==> src/rtl/i2s_wave_pkg.sv <==
// Shared types and constants for the I2S waveform sequencer.
// The optional I2S_WAVE_VOLUME_EN macro is consumed by i2s_wave_sequencer, not here.
package i2s_wave_pkg;

  localparam int SAMPLE_W = 16;
  localparam int STEREO_W = 32;

  typedef enum logic {
    WAIT  = 1'b0,
    OFFER = 1'b1
  } state_t;

  // Clocks per sample tick; integer truncation of the rate ratio.
  function automatic int calc_divisor(input int clock_rate, input int sample_rate);
    return clock_rate / sample_rate;
  endfunction

endpackage

==> src/rtl/i2s_sample_rate_divider.sv <==
// Sample-rate divider: counts 0..DIVISOR-1 while enabled and pulses tick on the last count.
// Disabling clears the count, so the first tick after enable is DIVISOR cycles later.
module i2s_sample_rate_divider #(
  parameter int DIVISOR = 4
) (
  input  logic clk,
  input  logic rst,
  input  logic enable,
  output logic tick
);

  localparam int CW = (DIVISOR > 2) ? $clog2(DIVISOR) : 1;
  localparam logic [CW-1:0] LAST = CW'(DIVISOR - 1);

  logic [CW-1:0] cnt_q, cnt_d;

  assign tick = enable && (cnt_q == LAST);

  always_comb begin
    cnt_d = '0;
    if (enable) begin
      cnt_d = tick ? '0 : cnt_q + 1'b1;
    end
  end

  always_ff @(posedge clk or negedge rst) begin
    if (!rst) begin
      cnt_q <= '0;
    end else begin
      cnt_q <= cnt_d;
    end
  end

endmodule

==> src/rtl/i2s_wave_sequencer.sv <==
// Paces waveform table reads at the sample rate and offers stereo words over valid/ready.
// Define I2S_WAVE_VOLUME_EN to add the volume port (arithmetic right-shift attenuation).
module i2s_wave_sequencer
  import i2s_wave_pkg::*;
#(
  parameter int CLOCK_RATE  = 50000000,
  parameter int SAMPLE_RATE = 44100,
  parameter int DIVISOR     = calc_divisor(CLOCK_RATE, SAMPLE_RATE)
) (
  input  logic                clk,
  input  logic                rst,
  input  logic                enable,
  input  logic [7:0]          wavelength,
  output logic [7:0]          pos,
  input  logic [SAMPLE_W-1:0] value,
  output logic [STEREO_W-1:0] sample_data,
  output logic                sample_valid,
  input  logic                sample_ready,
  output logic [7:0]          overrun_count
`ifdef I2S_WAVE_VOLUME_EN
  ,
  input  logic [3:0]          volume
`endif
);

  state_t                state_q, state_d;
  logic [7:0]            pos_q, pos_d;
  logic [7:0]            ovr_q, ovr_d;
  logic [STEREO_W-1:0]   data_q, data_d;
  logic                  tick;
  logic [SAMPLE_W-1:0]   s;
  logic [8:0]            pos_inc;
  logic [8:0]            eff_len;

  i2s_sample_rate_divider #(
    .DIVISOR (DIVISOR)
  ) u_divider (
    .clk    (clk),
    .rst    (rst),
    .enable (enable),
    .tick   (tick)
  );

`ifdef I2S_WAVE_VOLUME_EN
  assign s = SAMPLE_W'($signed(value) >>> volume);
`else
  assign s = value;
`endif

  // A zero-length table behaves as length one so pos parks at 0.
  assign eff_len = (wavelength == 8'd0) ? 9'd1 : {1'b0, wavelength};
  assign pos_inc = {1'b0, pos_q} + 9'd1;

  always_comb begin
    state_d = state_q;
    pos_d   = pos_q;
    data_d  = data_q;
    ovr_d   = ovr_q;
    case (state_q)
      WAIT: begin
        if (tick) begin
          data_d  = {s, s};
          pos_d   = (pos_inc >= eff_len) ? 8'd0 : pos_inc[7:0];
          state_d = OFFER;
        end
      end
      OFFER: begin
        // Any tick while a word is still outstanding is dropped, even on the handshake cycle.
        if (tick && (ovr_q != 8'hFF)) begin
          ovr_d = ovr_q + 8'd1;
        end
        if (sample_ready) begin
          state_d = WAIT;
        end
      end
    endcase
  end

  always_ff @(posedge clk or negedge rst) begin
    if (!rst) begin
      state_q <= WAIT;
      pos_q   <= '0;
      data_q  <= '0;
      ovr_q   <= '0;
    end else begin
      state_q <= state_d;
      pos_q   <= pos_d;
      data_q  <= data_d;
      ovr_q   <= ovr_d;
    end
  end

  assign pos           = pos_q;
  assign sample_data   = data_q;
  assign sample_valid  = (state_q == OFFER);
  assign overrun_count = ovr_q;

endmodule

==> config.mk <==
export PLATFORM = sky130hd
export DESIGN_NAME = i2s_wave_sequencer
export DESIGN_NICKNAME = d
export VERILOG_FILES = /design/src/rtl/i2s_wave_pkg.sv /design/src/rtl/i2s_sample_rate_divider.sv /design/src/rtl/i2s_wave_sequencer.sv
export SDC_FILE = /design/constraint.sdc
export NUM_CORES = 1
export LEC_CHECK = 0
export ABC_AREA = 1
export BUFFER_PORTS_ARGS = -buffer_cell sky130_fd_sc_hd__buf_4
export CORE_MARGIN = 2
export CORE_UTILIZATION = 40
export DETAILED_ROUTE_END_ITERATION = 6
export PLACE_DENSITY = 0.68
export SLEW_MARGIN = 25
export SYNTH_ARGS = -nofsm -noshare
export SYNTH_HDL_FRONTEND = slang
export SYNTH_SLANG_ARGS = --single-unit
export TNS_END_PERCENT = 30
==> constraint.sdc <==
create_clock -name clk -period 4.25 [get_ports clk]
set_input_delay 1.0625 -clock clk [delete_from_list [all_inputs] [get_ports clk]]
set_output_delay 1.0625 -clock clk [all_outputs]
set_load 0.02 [all_outputs]
==> results of run 1 <==
-- per-stage QoR --
step	util [%]	setup WS [ns]
floorplan	-	1.91
global placement	49.5	1.66
detailed placement	49.5	1.56
CTS	51.1	1.85
global route	51.1	1.60
finish	51.1	1.87
-- synthesized netlist by cell type --
cell | number | share of area [%]
xor2_1 | 7 | 2.3
nor3_1 | 5 | 0.95
clkinv_1 | 1 | 0.14
nand3_2 | 3 | 1.1
nor2_1 | 27 | 3.9
dfrtp_1 | 44 | 42
nand3_4 | 1 | 0.67
nand3b_1 | 2 | 0.57
a31oi_1 | 1 | 0.24
nor2_2 | 2 | 0.48
and3_1 | 1 | 0.24
nor2_4 | 3 | 1.3
or2_2 | 1 | 0.24
inv_1 | 62 | 8.9
clkinv_2 | 1 | 0.19
a21oi_1 | 5 | 0.95
ha_1 | 12 | 5.7
o21ai_0 | 3 | 0.57
nand3_1 | 25 | 4.8
a211oi_1 | 1 | 0.29
buf_4 | 16 | 4.6
xnor2_1 | 1 | 0.33
nor3_4 | 1 | 0.62
nor3b_1 | 1 | 0.29
nand2_2 | 3 | 0.72
nand4_1 | 5 | 1.2
o21ai_1 | 16 | 3.1
buf_2 | 3 | 0.57
buf_6 | 1 | 0.43
a31o_2 | 1 | 0.33
nor4_1 | 1 | 0.24
nand2_1 | 85 | 12
-- state kept, by name, summed over array words and instances (netlist names) --
register and cells:
pos 8, u_divider.cnt_q 11, sample_valid 1, overrun_count 8, sample_data 16
-- worst min-delay path by stage --
stage	slack (ns)	from	to	cells past startpoint
CTS	0.53	sample_data[29]$_DFFE_PN0P_	sample_data[29]$_DFFE_PN0P_	2
detailed placement	0.51	sample_data[29]$_DFFE_PN0P_	sample_data[29]$_DFFE_PN0P_	2
global route	0.55	sample_data[29]$_DFFE_PN0P_	sample_data[29]$_DFFE_PN0P_	2
finish	0.52	sample_data[29]$_DFFE_PN0P_	sample_data[29]$_DFFE_PN0P_	2
global placement	0.50	sample_data[29]$_DFFE_PN0P_	sample_data[29]$_DFFE_PN0P_	2
floorplan	0.48	u_divider.cnt_q[0]$_DFF_PN0_	u_divider.cnt_q[0]$_DFF_PN0_	1
-- per-layer routing --
metal	share of wire, %	wire length, microns	vias to the layer above	GRT usage [%]
li1	-	-	1174	-
met3	6.5	348	5	4.47
met2	47	2550	59	26.1
met4	0.97	52	0	4.33
met1	45	2440	996	19.9
met5	0	0	-	0
-- power by group through the flow --
stage                     clock network (mW)  registers, mW  logic [mW]
after floorplan                            0          0.431      0.0161
after global placement                     0          0.432      0.0465
after detailed placement                   0          0.432      0.0475
after CTS                              0.289          0.423      0.0475
after global routing                   0.308          0.424      0.0538
final                                  0.277          0.423      0.0462
-- kinds of logic after synthesis --
kind of cell    count (synthesis)
fa+ha+maj                      12
compound gates                 27
xor+xnor                        8
simple gates                  166
flops                          44
buf+inv                        84
-- worst reg2reg max path, cell delays in order (launching register included) --
cell and delay (ns):
dfrtp_1 0.46, ha_1 0.22, nand3_1 0.13, nor2_1 0.18
xor2_1 0.27, inv_1 0.08, ha_1 0.29, a21oi_1 0.17
nand2_1 0.08, nand2_1 0.21, nand3_1 0.11, nand2_1 0.09
-- final cells by class --
class                      count  area [sq um]
multi-input combinational    213          1130
clock inverter                 2          15.0
sequential                    44          1100
tap                           77          96.3
fill                         625          3110
timing repair buffer          76           571
clock buffer                   6          82.6
inverter                      64           241
==> run_results.csv, run 1 <==
group,metric,value,unit
run_status,status,"finished clean",
route,viasPerCell,4.63,
synthesis,seq_area_frac_synth,42.0,%
clock_tree,numCtsBuffers,5,
clock_tree,cts.path.max_buffers,2,
sta,slew_headroom,53.9,%
floorplanning,die_w,85.0,microns
floorplanning,pin_count,77,
critical_path,worstSetupEndpoint,"pos[2]$_DFFE_PN0P_",
final_layout,layout_common_cells,"85 x nand2_1, 76 x buf_4, 62 x inv_1, 44 x dfrtp_1, 27 x nor2_1",
placement,port_buffers,76,
sta,hold_ws,0.523,ns
grt,grt_pass1_wl,9240,microns
sta,fin_skew,0.00801,ns
route,routed_wl,5390,microns
clock_tree,cts_hold_buf,0,
route,vias,2234,
synthesis,synth-seq-cells,44,
floorplanning,core,6350,sq um
route,routedWlPerCell,11.2,microns
clock_tree,root_buffer,"clkbuf_8",
synthesis,synth_warnings,0,
synthesis,synth_top_family_by_area,"simple AND/OR/NAND/NOR gates",
critical_path,crit_cells,15,
sta,final-setup-viol-count,0,
final_layout,fin_nets,444,
route,drt_drc_violations_left,0,
synthesis,synthCells,341,
critical_path,rr_startpoint,"pos[0]$_DFFE_PN0P_",
critical_path,crit_path_frequent_cell,"nand2_1",
synthesis,synth_fa_ha_area_share,5.72,%
route,first_iter_violations,72,
clock_tree,cts_tree,"done",
worst_hold_path,hold_path.class,"flip-flop to flip-flop",
final_layout,syn2layout_area_growth,23.6,%
sta,period_share,55.9,%
sta,period_needed,2.38,ns
critical_path,cp_data_required_time,4.48,ns
grt,gr-total-overflow,0,
placement,place_congestion,0.862,
synthesis,yosysUniqueCellTypes,32,
sta,tns,0,ns
final_layout,layoutNonFillerInstCount,482,
critical_path,critPathArrivalTime,2.61,ns
placement,postPlaceCellArea,3140,sq um
floorplanning,start_util,41.3,%
floorplanning,dieArea,7220,sq um
clock_tree,clk_pin_slew_worst_paths,0.08,ns
final_layout,n_antenna_cell,0,
critical_path,cp_cell_sequence,"buf_4 -> inv_1 -> nand3_1 -> nor3_1 -> a31o_2 -> ha_1 -> inv_1 -> nand2_1 -> nand3_1 -> nand3_1 -> nand2_1 -> nand2_1 -> nand2_1 -> nand3_1 -> nand2_1",
placement,dp.cells,474,
power,p_sw_share,22.9,%
route,ant_nets,0,
final_layout,final_common_cell,"nand2_1",
route,first_pass_iters,4,
synthesis,synth-compound-area-share,5.44,%
grt,grt_max_degree,45,
synthesis,synth_area,2620,sq um
final_layout,drive_above_1_share,24.7,%
sta,worstMarginPinSlew,0.689,ns
clock_tree,insertion_delay,0.30,ns
critical_path,cp-end-kind,"flip-flop",
power,vdd.ir_drop.worst,0.123,mV
power,clkPwrFrac,37.1,%
sta,slew_viol_final,0,
power,seqPwrFrac,56.7,%
critical_path,cp_slowest_stage_delay,0.21,ns
critical_path,critPathLaunchType,"input pin",
sta,rsz0062_at_grt,"no",
critical_path,cp_slowest_cell,"ha_1",
job,maxCapViolCount,0,
synthesis,syn_avg_cell_area,7.69,sq um
clock_tree,clkSinkCount,44,
critical_path,crit_fanout,8,
critical_path,reg2reg_depth,11,
critical_path,critPathBufInv,3,
power,cellLeakagePower,1.77,nW
power,power,746,uW
final_layout,final_area,3240,sq um
grt,grt_pass1_vias,2095,
power,p_comb_share,6.2,%
grt,gr-usage-all-layers,15.7,%
power,internal_power,575,uW
floorplanning,die_h,85.0,microns
clock_tree,cts_setup_buffers,0,
critical_path,reg2reg_to,"pos[2]$_DFFE_PN0P_",
synthesis,synth_fp_nets,381,
critical_path,r2r_slack,1.89,ns
power,netSwitchingPower,171,uW
critical_path,startpoint,"wavelength[2]",
placement,dp_hpwl,4180,microns
critical_path,critical-path-top-delay-family,"simple AND/OR/NAND/NOR gates",
clock_tree,cts_resized,0,
clock_tree,htreeDepth,2,
sta,fmax,0.421,GHz
critical_path,crit_type,"input pin to flip-flop",
grt,antenna_found_initial,0,
power,pwr_density_cell,230,nW/um^2
synthesis,synthXorXnorAreaFrac,2.67,%
synthesis,muxShareOfSynthArea,0,%
floorplanning,num_rows,29,
sta,hold_violations,0,
synthesis,synthSimpleGateAreaFrac,29.4,%
(Power assumes the default switching activity.)
==> run 2: changes to the inputs <==
--- a/config.mk
+++ b/config.mk
@@ -5,12 +5,12 @@
 export SDC_FILE = /design/constraint.sdc
 export NUM_CORES = 1
 export LEC_CHECK = 0
-export ABC_AREA = 1
+export ABC_AREA = 0
 export BUFFER_PORTS_ARGS = -buffer_cell sky130_fd_sc_hd__buf_4
 export CORE_MARGIN = 2
 export CORE_UTILIZATION = 40
 export DETAILED_ROUTE_END_ITERATION = 6
-export PLACE_DENSITY = 0.68
+export PLACE_DENSITY = 0.69
 export SLEW_MARGIN = 25
 export SYNTH_ARGS = -nofsm -noshare
 export SYNTH_HDL_FRONTEND = slang
==> constraint.sdc (replaced) <==
create_clock -name clk -period 2.23 [get_ports clk]
set_input_delay 0.5575 -clock clk [delete_from_list [all_inputs] [get_ports clk]]
set_output_delay 0.5575 -clock clk [all_outputs]
set_load 0.02 [all_outputs]
==> run_results.csv, run 2 <==
group,metric,value,unit
critical_path,cp_slowest_stage_delay,0.40,ns
final_layout,drive_above_1_share,34.2,%
critical_path,reg2reg_to,"pos[4]$_DFFE_PN0P_",
final_layout,syn2layout_area_growth,33.1,%
route,routedWlPerCell,12.5,microns
final_layout,final_common_cell,"buf_4",
synthesis,async_reset_ff_share,100,%
synthesis,synth-compound-area-share,5.41,%
critical_path,cp_slowest_cell,"dfrtp_2",
clock_tree,clk_pin_slew_worst_paths,0.08,ns
route,drt_drc_violations_left,0,
final_layout,fin_nets,378,
synthesis,seq_area_frac_synth,46.2,%
sta,period_needed,2.33,ns
floorplanning,die_h,81.2,microns
critical_path,crit_type,"flip-flop to flip-flop",
synthesis,synth_edf_count,0,
floorplanning,pin_count,77,
grt,gr-usage-all-layers,15.9,%
synthesis,synthSimpleGateAreaFrac,25.8,%
clock_tree,cts.path.max_buffers,2,
clock_tree,clkSinkCount,44,
placement,port_buffers,76,
synthesis,muxShareOfSynthArea,0.472,%
critical_path,r2r_slack,-0.1,ns
sta,period_share,104,%
sta,tns,-0.131,ns
floorplanning,core,5850,sq um
run_status,violations,"negative setup slack",
sta,fmax,0.429,GHz
sta,slew_viol_final,0,
synthesis,synth_fa_ha_area_share,6.30,%
sta,fin_skew,0.00746,ns
grt,grt_max_degree,45,
grt,grt_pass1_vias,1820,
critical_path,crit_fanout,5,
route,first_iter_violations,71,
route,ant_nets,0,
placement,dp.cells,404,
critical_path,critPathLaunchType,"flip-flop",
sta,rsz0062_at_grt,"yes",
grt,gr-total-overflow,0,
synthesis,synthXorXnorAreaFrac,8.08,%
grt,antenna_found_initial,0,
grt,grt_pass1_wl,8110,microns
clock_tree,htreeDepth,2,
critical_path,critPathArrivalTime,2.50,ns
route,viasPerCell,4.79,
synthesis,synth-seq-cells,44,
route,vias,1985,
synthesis,synth_fp_nets,298,
route,routed_wl,5160,microns
final_layout,layoutNonFillerInstCount,414,
sta,slew_headroom,63.6,%
final_layout,n_antenna_cell,0,
job,maxCapViolCount,0,
floorplanning,die_w,81.2,microns
synthesis,synth_ff_type,"dfrtp_1",
synthesis,yosysTopAreaCell,"dfrtp_1",
sta,hold_violations,0,
synthesis,syn_avg_cell_area,9.24,sq um
power,cellLeakagePower,1.71,nW
final_layout,layout_common_cells,"93 x buf_4, 65 x nand2_1, 41 x dfrtp_1, 20 x nor2_1, 14 x nand3_1",
critical_path,rr_startpoint,"pos[0]$_DFFE_PN0P_",
route,first_pass_iters,4,
synthesis,synth_top_family_by_area,"simple AND/OR/NAND/NOR gates",
synthesis,synth_common_cells,"65 x nand2_1, 44 x dfrtp_1, 20 x nor2_1",
floorplanning,num_rows,28,
placement,dp_hpwl,3860,microns
synthesis,yosysUniqueCellTypes,35,
clock_tree,numCtsBuffers,5,
power,pwr_density_cell,445,nW/um^2
sta,worstMarginPinSlew,0.546,ns
sta,fin_ws,-0.0991,ns
synthesis,synth_warnings,0,
synthesis,synthCells,258,
clock_tree,cts_tree,"done",
floorplanning,start_util,40.7,%
worst_hold_path,hold_path.class,"input pin to asynchronous set/reset pin",
sta,final-setup-viol-count,5,
run_status,status,"finished with violations",
synthesis,synth_area,2380,sq um
critical_path,cp-end-kind,"flip-flop",
placement,place_congestion,0.789,
clock_tree,insertion_delay,0.29,ns
critical_path,cp_cell_sequence,"ha_4 -> nand3_4 -> or2_4 -> xnor2_1 -> ha_1 -> nand3_2 -> a2bb2oi_2 -> o31a_1 -> buf_4 -> a32oi_1 -> o31ai_1",
clock_tree,root_buffer,"clkbuf_8",
synthesis,synth.most_common_cell,"nand2_1",
synthesis,yosys.area.top_type_share,46.2,%
power,vdd.ir_drop.worst,0.343,mV
critical_path,cp_data_required_time,2.40,ns
critical_path,reg2reg_depth,11,
floorplanning,dieArea,6590,sq um
synthesis,yosys-top-cells-area,"dfrtp_1 46%, nand2_1 10%, ha_1 6.3%",
final_layout,largest_reg_flops,16,
## run 2: repair_timing
action | in CTS | in global routing
resized for setup | 4 | 4
endpoints found under the hold margin | 0 | 0
setup buffers | 1 | 1
pin swaps | 5 | 2
hold buffers | 0 | 0
endpoints found under the setup margin | 8 | 8
## run 2: critical path: cells and delay by family (launching register included)
family          cells  cell delay, ns
compound gates      4            0.63
buf+inv             1            0.16
simple gates        3            0.42
xor+xnor            1            0.12
flops               1            0.40
fa+ha+maj           2            0.46
## run 2: worst max-delay path by stage
stage | slack, ns | cells after the start | startpoint | to
global placement | -0.12 | 9 | wavelength[4] | pos[4]$_DFFE_PN0P_
finish | -0.1 | 11 | pos[0]$_DFFE_PN0P_ | pos[4]$_DFFE_PN0P_
detailed placement | -0.30 | 9 | wavelength[4] | pos[5]$_DFFE_PN0P_
global route | -0.18 | 11 | pos[0]$_DFFE_PN0P_ | pos[4]$_DFFE_PN0P_
floorplan | -0.11 | 10 | pos[0]$_DFFE_PN0P_ | pos[4]$_DFFE_PN0P_
CTS | -0.12 | 10 | pos[0]$_DFFE_PN0P_ | pos[4]$_DFFE_PN0P_
## run 2: per-layer routing
| layer | vias to the layer above | routed length [microns] | track usage (%) |
|---|---|---|---|
| met2 | 56 | 2690 | 29.3 |
| met5 | - | 0 | 0 |
| met4 | 0 | 46 | 5.08 |
| met3 | 4 | 296 | 3.00 |
| li1 | 998 | - | - |
| met1 | 927 | 2130 | 18.4 |
## run 2: kinds of logic after synthesis
| group | count (synthesis) |
|---|---|
| and+or+nand+nor | 127 |
| buffers and inverters | 32 |
| muxes | 1 |
| DFF | 44 |
| xor gates and xnor gates | 22 |
| AOI/OAI and AO/OA | 20 |
| adders and majority gates | 12 |
## run 2: through the flow
stage          utilization, %  hold slack [ns]  setup WS [ns]  power (mW)  instance area [sq um]
3_5_place_dp             52.1            0.488         -0.295       0.913                   3050
4_1_cts                  54.0            0.261         -0.120        1.43                   3160
2_1_floorplan               -            0.262         -0.107       0.849                   2410
5_1_grt                  54.2            0.281         -0.178        1.49                   3170
6_report                 54.2            0.238        -0.0991        1.41                   3170
3_3_place_gp             52.1            0.479         -0.118       0.910                   3050
## run 2: layout make-up
| cell class | count | area [sq um] |
|---|---|---|
| tap | 75 | 93.8 |
| sequential | 44 | 1100 |
| fill | 559 | 2680 |
| timing repair buffer | 93 | 698 |
| clock buffer | 7 | 86.3 |
| multi-input combinational | 182 | 1140 |
| clock inverter | 1 | 7.51 |
| inverter | 12 | 45.0 |
## run 2: where the power goes
part | internal [mW] | switching, mW
clock | 0.252 | 0.261
combinational | 0.0477 | 0.0442
sequential | 0.801 | 0.00587
==> run 3: changes to the inputs <==
--- a/config.mk
+++ b/config.mk
@@ -10,7 +10,7 @@
 export CORE_MARGIN = 2
 export CORE_UTILIZATION = 40
 export DETAILED_ROUTE_END_ITERATION = 6
-export PLACE_DENSITY = 0.69
+export PLACE_DENSITY = 0.72
 export SLEW_MARGIN = 25
 export SYNTH_ARGS = -nofsm -noshare
 export SYNTH_HDL_FRONTEND = slang
==> constraint.sdc (replaced) <==
create_clock -name clk -period 2.1 [get_ports clk]
set_input_delay 0.525 -clock clk [delete_from_list [all_inputs] [get_ports clk]]
set_output_delay 0.525 -clock clk [all_outputs]
set_load 0.02 [all_outputs]
==> run_results.csv, run 3 (same netlist as run 2, synthesis figures left out) <==
group,metric,value,unit
critical_path,reg2reg_to,"pos[4]$_DFFE_PN0P_",
run_status,status,"finished with violations",
route,drt_drc_violations_left,0,
power,clkPwrFrac,33.9,%
final_layout,n_antenna_cell,0,
final_layout,final_common_cell,"buf_4",
critical_path,cp_data_required_time,2.29,ns
route,first_pass_iters,4,
power,vdd.ir_drop.worst,0.349,mV
critical_path,cp_slowest_stage_delay,0.39,ns
final_layout,syn2layout_area_growth,35.1,%
floorplanning,pin_count,77,
power,pwr_density_cell,450,nW/um^2
placement,place_congestion,0.793,
final_layout,layoutNonFillerInstCount,420,
sta,slew_headroom,63.9,%
power,power,1.45,mW
power,cellLeakagePower,1.74,nW
route,vias,2049,
critical_path,crit_type,"flip-flop to flip-flop",
power,seqPwrFrac,59.1,%
critical_path,crit_cells,10,
critical_path,r2r_slack,-0.21,ns
final_layout,drive_above_1_share,35.7,%
sta,period_needed,2.31,ns
sta,fin_ws,-0.210,ns
route,viasPerCell,4.88,
final_layout,layout_common_cells,"99 x buf_4, 65 x nand2_1, 42 x dfrtp_1, 20 x nor2_1, 14 x nand3_1",
grt,gr-total-overflow,0,
critical_path,crit_fanout,5,
floorplanning,start_util,40.7,%
sta,worstMarginPinSlew,0.541,ns
clock_tree,numCtsBuffers,5,
final_layout,fin_nets,384,
clock_tree,clk_pin_slew_worst_paths,0.07,ns
sta,final-setup-viol-count,8,
floorplanning,num_rows,28,
run_status,violations,"negative setup slack",
grt,grt_pass1_wl,8400,microns
critical_path,cp_slowest_cell,"dfrtp_2",
clock_tree,cts.path.max_buffers,2,
critical_path,critPathLaunchType,"flip-flop",
final_layout,largest_reg_flops,16,
critical_path,critPathArrivalTime,2.50,ns
grt,grt_pass1_vias,1915,
clock_tree,clkSinkCount,44,
clock_tree,cts_setup_buffers,0,
sta,fin_skew,0.00689,ns
route,routed_wl,5280,microns
power,internal_power,1.14,mW
placement,dp.cells,412,
route,first_iter_violations,114,
floorplanning,core,5850,sq um
power,p_comb_share,6.9,%
sta,fmax,0.433,GHz
sta,slew_viol_final,0,
critical_path,startpoint,"pos[1]$_DFFE_PN0P_",
route,ant_nets,0,
floorplanning,die_w,81.2,microns
critical_path,reg2reg_depth,10,
placement,postPlaceCellArea,3110,sq um
grt,grt_max_degree,45,
floorplanning,dieArea,6590,sq um
sta,period_share,110,%
grt,antenna_found_initial,0,
power,p_sw_share,21.5,%
final_layout,final_area,3220,sq um
job,maxCapViolCount,0,
final_layout,fillers,541,
critical_path,cp-end-kind,"flip-flop",
route,routedWlPerCell,12.6,microns
critical_path,cp_cell_sequence,"ha_4 -> nand3_4 -> or2_4 -> xnor2_1 -> ha_1 -> a21o_1 -> a2bb2oi_2 -> o31a_1 -> nand3b_1 -> o31ai_2",
placement,port_buffers,76,
sta,rsz0062_at_grt,"yes",
critical_path,critPathBufInv,0,
critical_path,worstSetupEndpoint,"pos[4]$_DFFE_PN0P_",
sta,tns,-1.31,ns
sta,hold_violations,0,
grt,gr-usage-all-layers,16.2,%
critical_path,rr_startpoint,"pos[1]$_DFFE_PN0P_",
clock_tree,htreeDepth,2,
power,netSwitchingPower,312,uW
worst_hold_path,hold_path.class,"input pin to asynchronous set/reset pin",
floorplanning,die_h,81.2,microns
clock_tree,cts_tree,"done",
final_layout,utilization,55.0,%
clock_tree,insertion_delay,0.29,ns
placement,dp_hpwl,4070,microns
clock_tree,cts_hold_buf,0,
critical_path,critical-path-top-delay-family,"compound AO/OA/AOI/OAI gates",
clock_tree,root_buffer,"clkbuf_8",
run 3: stage by stage:
stage,hold WS (ns),worst slack [ns]
after floorplan,0.229,-0.237
after global placement,0.478,-0.166
after detailed placement,0.492,-0.340
after CTS,0.235,-0.255
after global routing,0.262,-0.342
final,0.216,-0.210
run 3: how the worst min path moves through the flow:
stage                                start                           end  slack, ns  cells after the start
2_1_floorplan                          rst  overrun_count[0]$_DFFE_PN0P_       0.23                      0
3_3_place_gp   sample_data[25]$_DFFE_PN0P_   sample_data[25]$_DFFE_PN0P_       0.48                      2
3_5_place_dp   sample_data[30]$_DFFE_PN0P_   sample_data[30]$_DFFE_PN0P_       0.49                      2
4_1_cts                                rst   sample_data[26]$_DFFE_PN0P_       0.24                      1
5_1_grt                                rst   sample_data[27]$_DFFE_PN0P_       0.26                      1
6_report                               rst   sample_data[26]$_DFFE_PN0P_       0.22                      1
run 3: what timing repair did:
action	in CTS	in global routing
pin swaps	1	2
endpoints found under the setup margin	8	8
resized for setup	1	6
gates cloned	0	0
run 3: power groups by stage:
stage / Sequential [mW] / Clock (mW) / Combinational [mW]
6_report: 0.857 / 0.492 / 0.101
3_5_place_dp: 0.874 / 0 / 0.0998
5_1_grt: 0.858 / 0.551 / 0.114
3_3_place_gp: 0.874 / 0 / 0.0979
4_1_cts: 0.857 / 0.515 / 0.100
2_1_floorplan: 0.873 / 0 / 0.0291
run 3: routing by layer:
metal / wire length, microns / GRT usage (%) / vias up
met5: 0 / 0 / -
met4: 53 / 3.22 / 0
met3: 247 / 3.44 / 6
met2: 2670 / 29.6 / 55
met1: 2300 / 19.7 / 982
li1: - / - / 1006
run 3: area by class of cell:
| class | count | area (sq um) | share of cell area, % |
|---|---|---|---|
| clock buffer | 7 | 76.3 | 2.37 |
| multi-input combinational | 182 | 1150 | 35.8 |
| inverter | 12 | 45.0 | 1.40 |
| timing repair buffer | 99 | 743 | 23.1 |
| sequential | 44 | 1100 | 34.3 |
| tap | 75 | 93.8 | 2.91 |
| clock inverter | 1 | 5.00 | 0.155 |
